[config.mk]
export PLATFORM = sky130hd
export DESIGN_NAME = mdu_iter
export DESIGN_NICKNAME = d
export VERILOG_FILES = /design/src/rtl/mdu_iter.sv
export SDC_FILE = /design/constraint.sdc
export NUM_CORES = 1
export LEC_CHECK = 0
export CORE_MARGIN = 5
export CORE_UTILIZATION = 45
export DETAILED_ROUTE_END_ITERATION = 10
export PLACE_DENSITY = 0.62
export SETUP_SLACK_MARGIN = 0.2
export SLEW_MARGIN = 20
export SYNTH_ARGS = -nofsm -noshare
export SYNTH_HDL_FRONTEND = slang
export SYNTH_SLANG_ARGS = --single-unit
[constraint.sdc]
create_clock -name clk -period 3.6 [get_ports clk]
set_input_delay 0.36 -clock clk [delete_from_list [all_inputs] [get_ports clk]]
set_output_delay 0.36 -clock clk [all_outputs]
set_load 0.005 [all_outputs]
[src/rtl/mdu_iter.sv]
// rtl/mdu_iter.sv - iterative multiply/divide unit with HI/LO result registers
//
// Radix-2 shift-add multiplier and restoring divider sharing one iteration
// counter. One result bit per cycle, then a single sign-fix cycle.
//
// Ports:
//   clk    in   1      clock, rising edge
//   rst    in   1      asynchronous reset, active low
//   start  in   1      request, sampled only when idle
//   op     in   3      000 MULT, 001 MULTU, 010 DIV, 011 DIVU, 100 MTHI, 101 MTLO, 11x no-op
//   a      in   WIDTH  operand A / dividend / MTHI-MTLO data
//   b      in   WIDTH  operand B / divisor
//   flush  in   1      abort an in-flight operation
//   busy   out  1      operation in progress
//   done   out  1      one-cycle pulse after a mul/div result lands in HI/LO
//   dz     out  1      divide-by-zero flag of the last divide
//   hi     out  WIDTH  HI register
//   lo     out  WIDTH  LO register
module mdu_iter #(
  parameter int WIDTH = 32,
  parameter int CNT_W = 6
) (
  input  logic             clk,
  input  logic             rst,
  input  logic             start,
  input  logic [2:0]       op,
  input  logic [WIDTH-1:0] a,
  input  logic [WIDTH-1:0] b,
  input  logic             flush,
  output logic             busy,
  output logic             done,
  output logic             dz,
  output logic [WIDTH-1:0] hi,
  output logic [WIDTH-1:0] lo
);

  typedef enum logic [1:0] {S_IDLE, S_CALC, S_FIX} state_t;

  localparam logic [CNT_W-1:0] LAST_ITER = CNT_W'(WIDTH - 1);

  state_t             r_state;
  state_t             w_next;
  logic [CNT_W-1:0]   r_cnt;
  logic               r_is_div;
  logic               r_neg_q;     // negate product / quotient at fix
  logic               r_neg_r;     // negate remainder at fix
  logic               r_bzero;
  logic [WIDTH-1:0]   r_mcand;     // multiplicand or divisor magnitude
  logic [WIDTH-1:0]   r_orig_a;    // raw dividend, returned in HI on divide by zero
  logic [2*WIDTH-1:0] r_acc;       // mul: product/multiplier; div: low half is dividend/quotient
  logic [WIDTH:0]     r_rem;
  logic               r_done;
  logic               r_dz;
  logic [WIDTH-1:0]   r_hi;
  logic [WIDTH-1:0]   r_lo;

  logic               w_accept;
  logic               w_signed;
  logic [WIDTH-1:0]   w_a_mag;
  logic [WIDTH-1:0]   w_b_mag;
  logic [WIDTH:0]     w_mul_sum;
  logic [WIDTH:0]     w_rem_sh;
  logic [WIDTH:0]     w_trial;
  logic               w_ge;
  logic [2*WIDTH-1:0] w_prod_fix;
  logic [WIDTH-1:0]   w_quo_fix;
  logic [WIDTH-1:0]   w_rem_fix;

  // flush wins over start even when idle
  assign w_accept = (r_state == S_IDLE) && start && !flush;
  assign w_signed = ~op[0];
  assign w_a_mag  = (w_signed && a[WIDTH-1]) ? -a : a;
  assign w_b_mag  = (w_signed && b[WIDTH-1]) ? -b : b;

  // Multiply: add multiplicand into the upper half when the multiplier LSB is set,
  // then shift the whole accumulator right by one (carry enters the top bit).
  assign w_mul_sum = {1'b0, r_acc[2*WIDTH-1:WIDTH]} + (r_acc[0] ? {1'b0, r_mcand} : '0);

  // Divide: shift the next dividend bit into the remainder and trial-subtract.
  // A set MSB of the trial result means the subtraction went negative.
  assign w_rem_sh = {r_rem[WIDTH-1:0], r_acc[WIDTH-1]};
  assign w_trial  = w_rem_sh - {1'b0, r_mcand};
  assign w_ge     = ~w_trial[WIDTH];

  assign w_prod_fix = r_neg_q ? -r_acc : r_acc;
  assign w_quo_fix  = r_neg_q ? -r_acc[WIDTH-1:0] : r_acc[WIDTH-1:0];
  assign w_rem_fix  = r_neg_r ? -r_rem[WIDTH-1:0] : r_rem[WIDTH-1:0];

  always_ff @(posedge clk or negedge rst) begin
    if (!rst) r_state <= S_IDLE;
    else      r_state <= w_next;
  end

  always_comb begin
    w_next = r_state;
    case (r_state)
      S_IDLE: if (w_accept && !op[2]) w_next = S_CALC;
      S_CALC: begin
        if (flush)                   w_next = S_IDLE;
        else if (r_cnt == LAST_ITER) w_next = S_FIX;
      end
      S_FIX:   w_next = S_IDLE;
      default: w_next = S_IDLE;
    endcase
  end

  always_ff @(posedge clk or negedge rst) begin
    if (!rst) begin
      r_cnt    <= '0;
      r_is_div <= 1'b0;
      r_neg_q  <= 1'b0;
      r_neg_r  <= 1'b0;
      r_bzero  <= 1'b0;
      r_mcand  <= '0;
      r_orig_a <= '0;
      r_acc    <= '0;
      r_rem    <= '0;
      r_done   <= 1'b0;
      r_dz     <= 1'b0;
      r_hi     <= '0;
      r_lo     <= '0;
    end else begin
      r_done <= 1'b0;
      case (r_state)
        S_IDLE: begin
          if (w_accept) begin
            if (!op[2]) begin
              r_cnt    <= '0;
              r_is_div <= op[1];
              r_neg_q  <= w_signed && (a[WIDTH-1] ^ b[WIDTH-1]);
              r_neg_r  <= w_signed && a[WIDTH-1];
              r_bzero  <= (b == '0);
              r_orig_a <= a;
              r_rem    <= '0;
              r_mcand  <= op[1] ? w_b_mag : w_a_mag;
              r_acc    <= {{WIDTH{1'b0}}, (op[1] ? w_a_mag : w_b_mag)};
            end else if (!op[1]) begin
              if (op[0]) r_lo <= a;
              else       r_hi <= a;
            end
          end
        end
        S_CALC: begin
          if (!flush) begin
            r_cnt <= r_cnt + 1'b1;
            if (r_is_div) begin
              r_rem              <= w_ge ? w_trial : w_rem_sh;
              r_acc[WIDTH-1:0]   <= {r_acc[WIDTH-2:0], w_ge};
            end else begin
              r_acc <= {w_mul_sum, r_acc[WIDTH-1:1]};
            end
          end
        end
        S_FIX: begin
          if (!flush) begin
            r_done <= 1'b1;
            if (!r_is_div) begin
              {r_hi, r_lo} <= w_prod_fix;
            end else if (r_bzero) begin
              r_hi <= r_orig_a;
              r_lo <= '1;
              r_dz <= 1'b1;
            end else begin
              r_hi <= w_rem_fix;
              r_lo <= w_quo_fix;
              r_dz <= 1'b0;
            end
          end
        end
        default: ;
      endcase
    end
  end

  assign busy = (r_state != S_IDLE);
  assign done = r_done;
  assign dz   = r_dz;
  assign hi   = r_hi;
  assign lo   = r_lo;

endmodule

==> load_flow_metrics.sql <==
INSERT INTO impl_metrics (metric_group, metric, value, unit) VALUES
('synthesis', 'synth-compound-area-share', '23.9', '%'),
('setup_path', 'cpPeakStageDelay', '0.46', 'ns'),
('clock_tree', 'clkLatencyLatePin', '0.60', 'ns'),
('synthesis', 'synth.mux.area_fraction', '3.18', '%'),
('pwr', 'p_seq_share', '30.1', '%'),
('placement', 'place_inst', '2983', ''),
('clock_tree', 'cts_made_buffers', '29', ''),
('sta', 'report.final.hold_viol_count', '0', ''),
('setup_path', 'critical_path.endpoint_type', 'flip-flop', ''),
('synthesis', 'net_count_after_synthesis', '2482', ''),
('pwr', 'power.switching_fraction', '43.9', '%'),
('sta', 'finalSetupViolations', '0', ''),
('global_route', 'antenna_found_initial', '3', ''),
('route', 'final_antenna_net_count', '0', ''),
('sta', 'finalMaxSlewViolations', '0', ''),
('pwr', 'clockPowerShare', '20.0', '%'),
('global_route', 'grt_pass1_vias', '17200', ''),
('synthesis', 'netlist_area', '18300', 'µm²'),
('floorplan', 'std_cell_rows', '73', ''),
('setup_path', 'crit_fanout', '29', ''),
('floorplan', 'boundaryPins', '138', ''),
('route', 'detail_route.drc_violations', '0', ''),
('flow_run', 'max_cap_violations', '0', ''),
('synthesis', 'yosys_register_bits', '238', ''),
('clock_tree', 'cts.path.max_buffers', '3', ''),
('synthesis', 'synth.top_cell.area_share', '32.5', '%'),
('finish', 'fin_cells', '3039', ''),
('pwr', 'power.static_leakage', '9.36', 'nW'),
('clock_tree', 'cts.root.buffer_cell', 'clkbuf_16', ''),
('synthesis', 'synth_seq_area_share', '32.5', '%'),
('synthesis', 'yosys.area_share.simple', '21.5', '%'),
('clock_tree', 'clock-sinks', '238', ''),
('sta', 'timing.slew.headroom', '34.5', '%'),
('finish', 'postLayoutCoreUtil', '55.1', '%'),
('setup_path', 'critical_path.reg2reg.startpoint', 'r_mcand[13]$_DFFE_PN0P_', ''),
('setup_path', 'crit_path_cell_trace', 'inv_1, ha_1, a21o_1, a31oi_1, o22ai_1, a211o_1, a31oi_2, a21oi_2, or3_1, and2_1, buf_12, a221o_1', ''),
('route', 'routed_wl', '72600', 'µm'),
('finish', 'nets', '2632', ''),
('synthesis', 'synth.lib_cells_used.distinct', '76', ''),
('outcome', 'run_status', 'completed', ''),
('clock_tree', 'cts.clk_slew.worst_paths', '0.06', 'ns'),
('pwr', 'ir_worst_vdd', '449', 'µV'),
('clock_tree', 'tritoncts', 'built', ''),
('global_route', 'globalRouteTotalUtil', '31.3', '%'),
('global_route', 'wire_length_of_the_first_global_routing_pass', '109000', 'µm'),
('synthesis', 'syn-mean-instance-area', '7.82', 'µm²'),
('finish', 'areaGrowthSynthToFinish', '20.5', '%'),
('route', 'via_count_of_the_routed_design', '18800', ''),
('finish', 'post-route-cell-area', '22100', 'µm²'),
('finish', 'layout-drive-gt1-share', '10.5', '%'),
('setup_path', 'rrSetupSlack', '0.27', 'ns'),
('sta', 'max_slew.worst_pin.slew', '0.982', 'ns'),
('floorplan', 'die_h', '212', 'µm'),
('global_route', 'grt_overflow', '0', ''),
('worst_hold_path', 'hp-class', 'in2async', ''),
('setup_path', 'criticalPathCategory', 'reg2reg', ''),
('synthesis', 'synth_area_in_xor_xnor', '9.33', '%'),
('route', 'wl_per_cell', '23.9', 'µm'),
('synthesis', 'synth_cells', '2340', ''),
('floorplan', 'dieWidth', '212', 'µm'),
('pwr', 'power.switching', '0.00672', 'W'),
('finish', 'final.fill_count', '3711', ''),
('setup_path', 'path_buf_inv', '2', ''),
('global_route', 'grt_start_max_net_pins', '114', ''),
('sta', 'final_min_period_over_clock_period', '92.5', '%'),
('placement', 'dpl-instance-area', '21000', 'µm²'),
('setup_path', 'ff2ff_path_depth', '12', ''),
('synthesis', 'yosysWarningCount', '0', ''),
('sta', 'fin_skew', '0.0187', 'ns'),
('sta', 'max_freq', '300', 'MHz'),
('synthesis', 'ys_dominant_reg_cell', 'dfrtp_1', '');
state kept, by name, indices dropped and copies added, names as in the netlist:
| signal | flops |
|---|---|
| hi | 32 |
| lo | 32 |
| dz | 1 |
| r_state | 2 |
| r_neg_q | 1 |
| r_orig_a | 32 |
| r_acc | 64 |
| r_neg_r | 1 |
| r_is_div | 1 |
| r_bzero | 1 |
| r_mcand | 32 |
| r_cnt | 6 |
| r_rem | 32 |
| done | 1 |
per-layer routing:
layer  vias to the layer above  track usage [%]  wire, µm
met5                         -                0         0
met4                         0             8.82      2290
met3                       118             4.74      7150
met2                       983             45.2     30600
met1                      9027             48.3     32600
li1                       8677                -         -
cell families (layout without fill, tap and decap cells):
group / Yosys count / after routing
AO/OA/AOI/OAI: 709 / 709
XOR/XNOR: 195 / 195
adder cells (fa/ha/maj): 71 / 71
buffers and inverters: 225 / 398
flip-flops: 238 / 238
multiplexers: 57 / 57
other: 0 / 1
AND/OR/NAND/NOR: 845 / 845
through the flow:
step / power (W) / setup slack (ns) / hold WS (ns) / TNS (ns)
CTS: 0.0151 / 0.257 / 0.433 / 0
detailed placement: 0.0120 / -0.118 / 0.463 / -0.118
floorplan: 0.00899 / 0.271 / 0.0644 / 0
global route: 0.0162 / 0.197 / 0.474 / 0
global placement: 0.0118 / -0.121 / 0.459 / -0.121
finish: 0.0153 / 0.272 / 0.446 / 0
repair_timing:
| action | 4_1_cts | 5_1_grt |
|---|---|---|
| endpoints found under the hold margin | 109 | 0 |
| gates resized for setup | 2 | 19 |
| pin swaps | 0 | 1 |
| hold buffers | 1 | 0 |
| cloned | 0 | 0 |
| setup buffers | 0 | 0 |
| setup endpoints to repair | 3 | 45 |
layout by cell type, fill, tap and decap left out, types with 13 or more instances in the layout:
master,n
nand4_1,34
nand3_1,40
nor2_1,190
nor4_1,13
dfrtp_1,235
o211ai_1,38
or3_1,28
o31ai_1,32
o41ai_1,17
nor3_1,52
clkbuf_16,29
a21oi_1,174
nand2b_1,20
buf_4,136
mux2i_1,48
o21ai_0,232
o221ai_1,16
inv_1,60
nor2b_1,17
a211oi_1,19
o22ai_1,34
a31oi_1,16
ha_1,69
and3_1,16
xor2_1,84
a21o_1,26
clkdlybuf4s50_1,135
xnor2_1,111
or4_1,14
nand2_1,353
how the worst max path moves through the flow:
stage / startpoint / endpoint / depth (start not counted)
after floorplan: r_acc[31]$_DFFE_PN0P_ / r_rem[15]$_DFFE_PN0P_ / 15
after global placement: a[1] / r_mcand[23]$_DFFE_PN0P_ / 11
after detailed placement: a[1] / r_mcand[23]$_DFFE_PN0P_ / 11
after CTS: r_rem[11]$_DFFE_PN0P_ / hi[29]$_DFFE_PN0P_ / 10
after global routing: r_mcand[13]$_DFFE_PN0P_ / r_rem[3]$_DFFE_PN0P_ / 12
final: r_mcand[13]$_DFFE_PN0P_ / r_rem[3]$_DFFE_PN0P_ / 12
cells in the mapped netlist (9+ instances only):
| master | count |
|---|---|
| mux2_2 | 9 |
| and3_1 | 16 |
| buf_1 | 13 |
| a221o_1 | 10 |
| a211oi_1 | 19 |
| or3_1 | 28 |
| or2_2 | 9 |
| clkbuf_1 | 149 |
| xnor2_1 | 111 |
| dfrtp_1 | 238 |
| o41ai_1 | 18 |
| nand4_1 | 34 |
| xor2_1 | 84 |
| o31ai_1 | 33 |
| a21o_1 | 26 |
| nor2_1 | 193 |
| ha_1 | 69 |
| and2_1 | 12 |
| o211ai_1 | 38 |
| nor3_1 | 52 |
| o221ai_1 | 16 |
| a21oi_1 | 177 |
| inv_1 | 60 |
| nand2_1 | 354 |
| o21a_1 | 12 |
| nand2b_1 | 21 |
| mux2i_1 | 48 |
| nand3_1 | 40 |
| a31oi_1 | 19 |
| o21ai_0 | 233 |
| or4_1 | 15 |
| o22ai_1 | 34 |
| nor2b_1 | 19 |
| nor4_1 | 16 |
cell type report:
type / count / area (µm²) / share of cell area [%]
inverters: 61 / 229 / 1.04
repair buffers: 283 / 2570 / 11.7
diodes: 1 / 2.50 / 0.0113
clock buffers: 42 / 885 / 4.01
flip-flops and latches: 238 / 5960 / 27.0
clock inverters: 12 / 106 / 0.482
multi-input cells: 1877 / 11600 / 52.8
well taps: 525 / 657 / 2.98
power groups by stage:
stage	clock network (W)	logic (W)	registers [W]
4_1_cts	0.00309	0.00743	0.00454
6_report	0.00306	0.00763	0.00461
3_5_place_dp	0	0.00740	0.00458
3_3_place_gp	0	0.00728	0.00456
2_1_floorplan	0	0.00478	0.00420
5_1_grt	0.00320	0.00827	0.00470
Note: power is estimated with default switching activity, not from simulation.
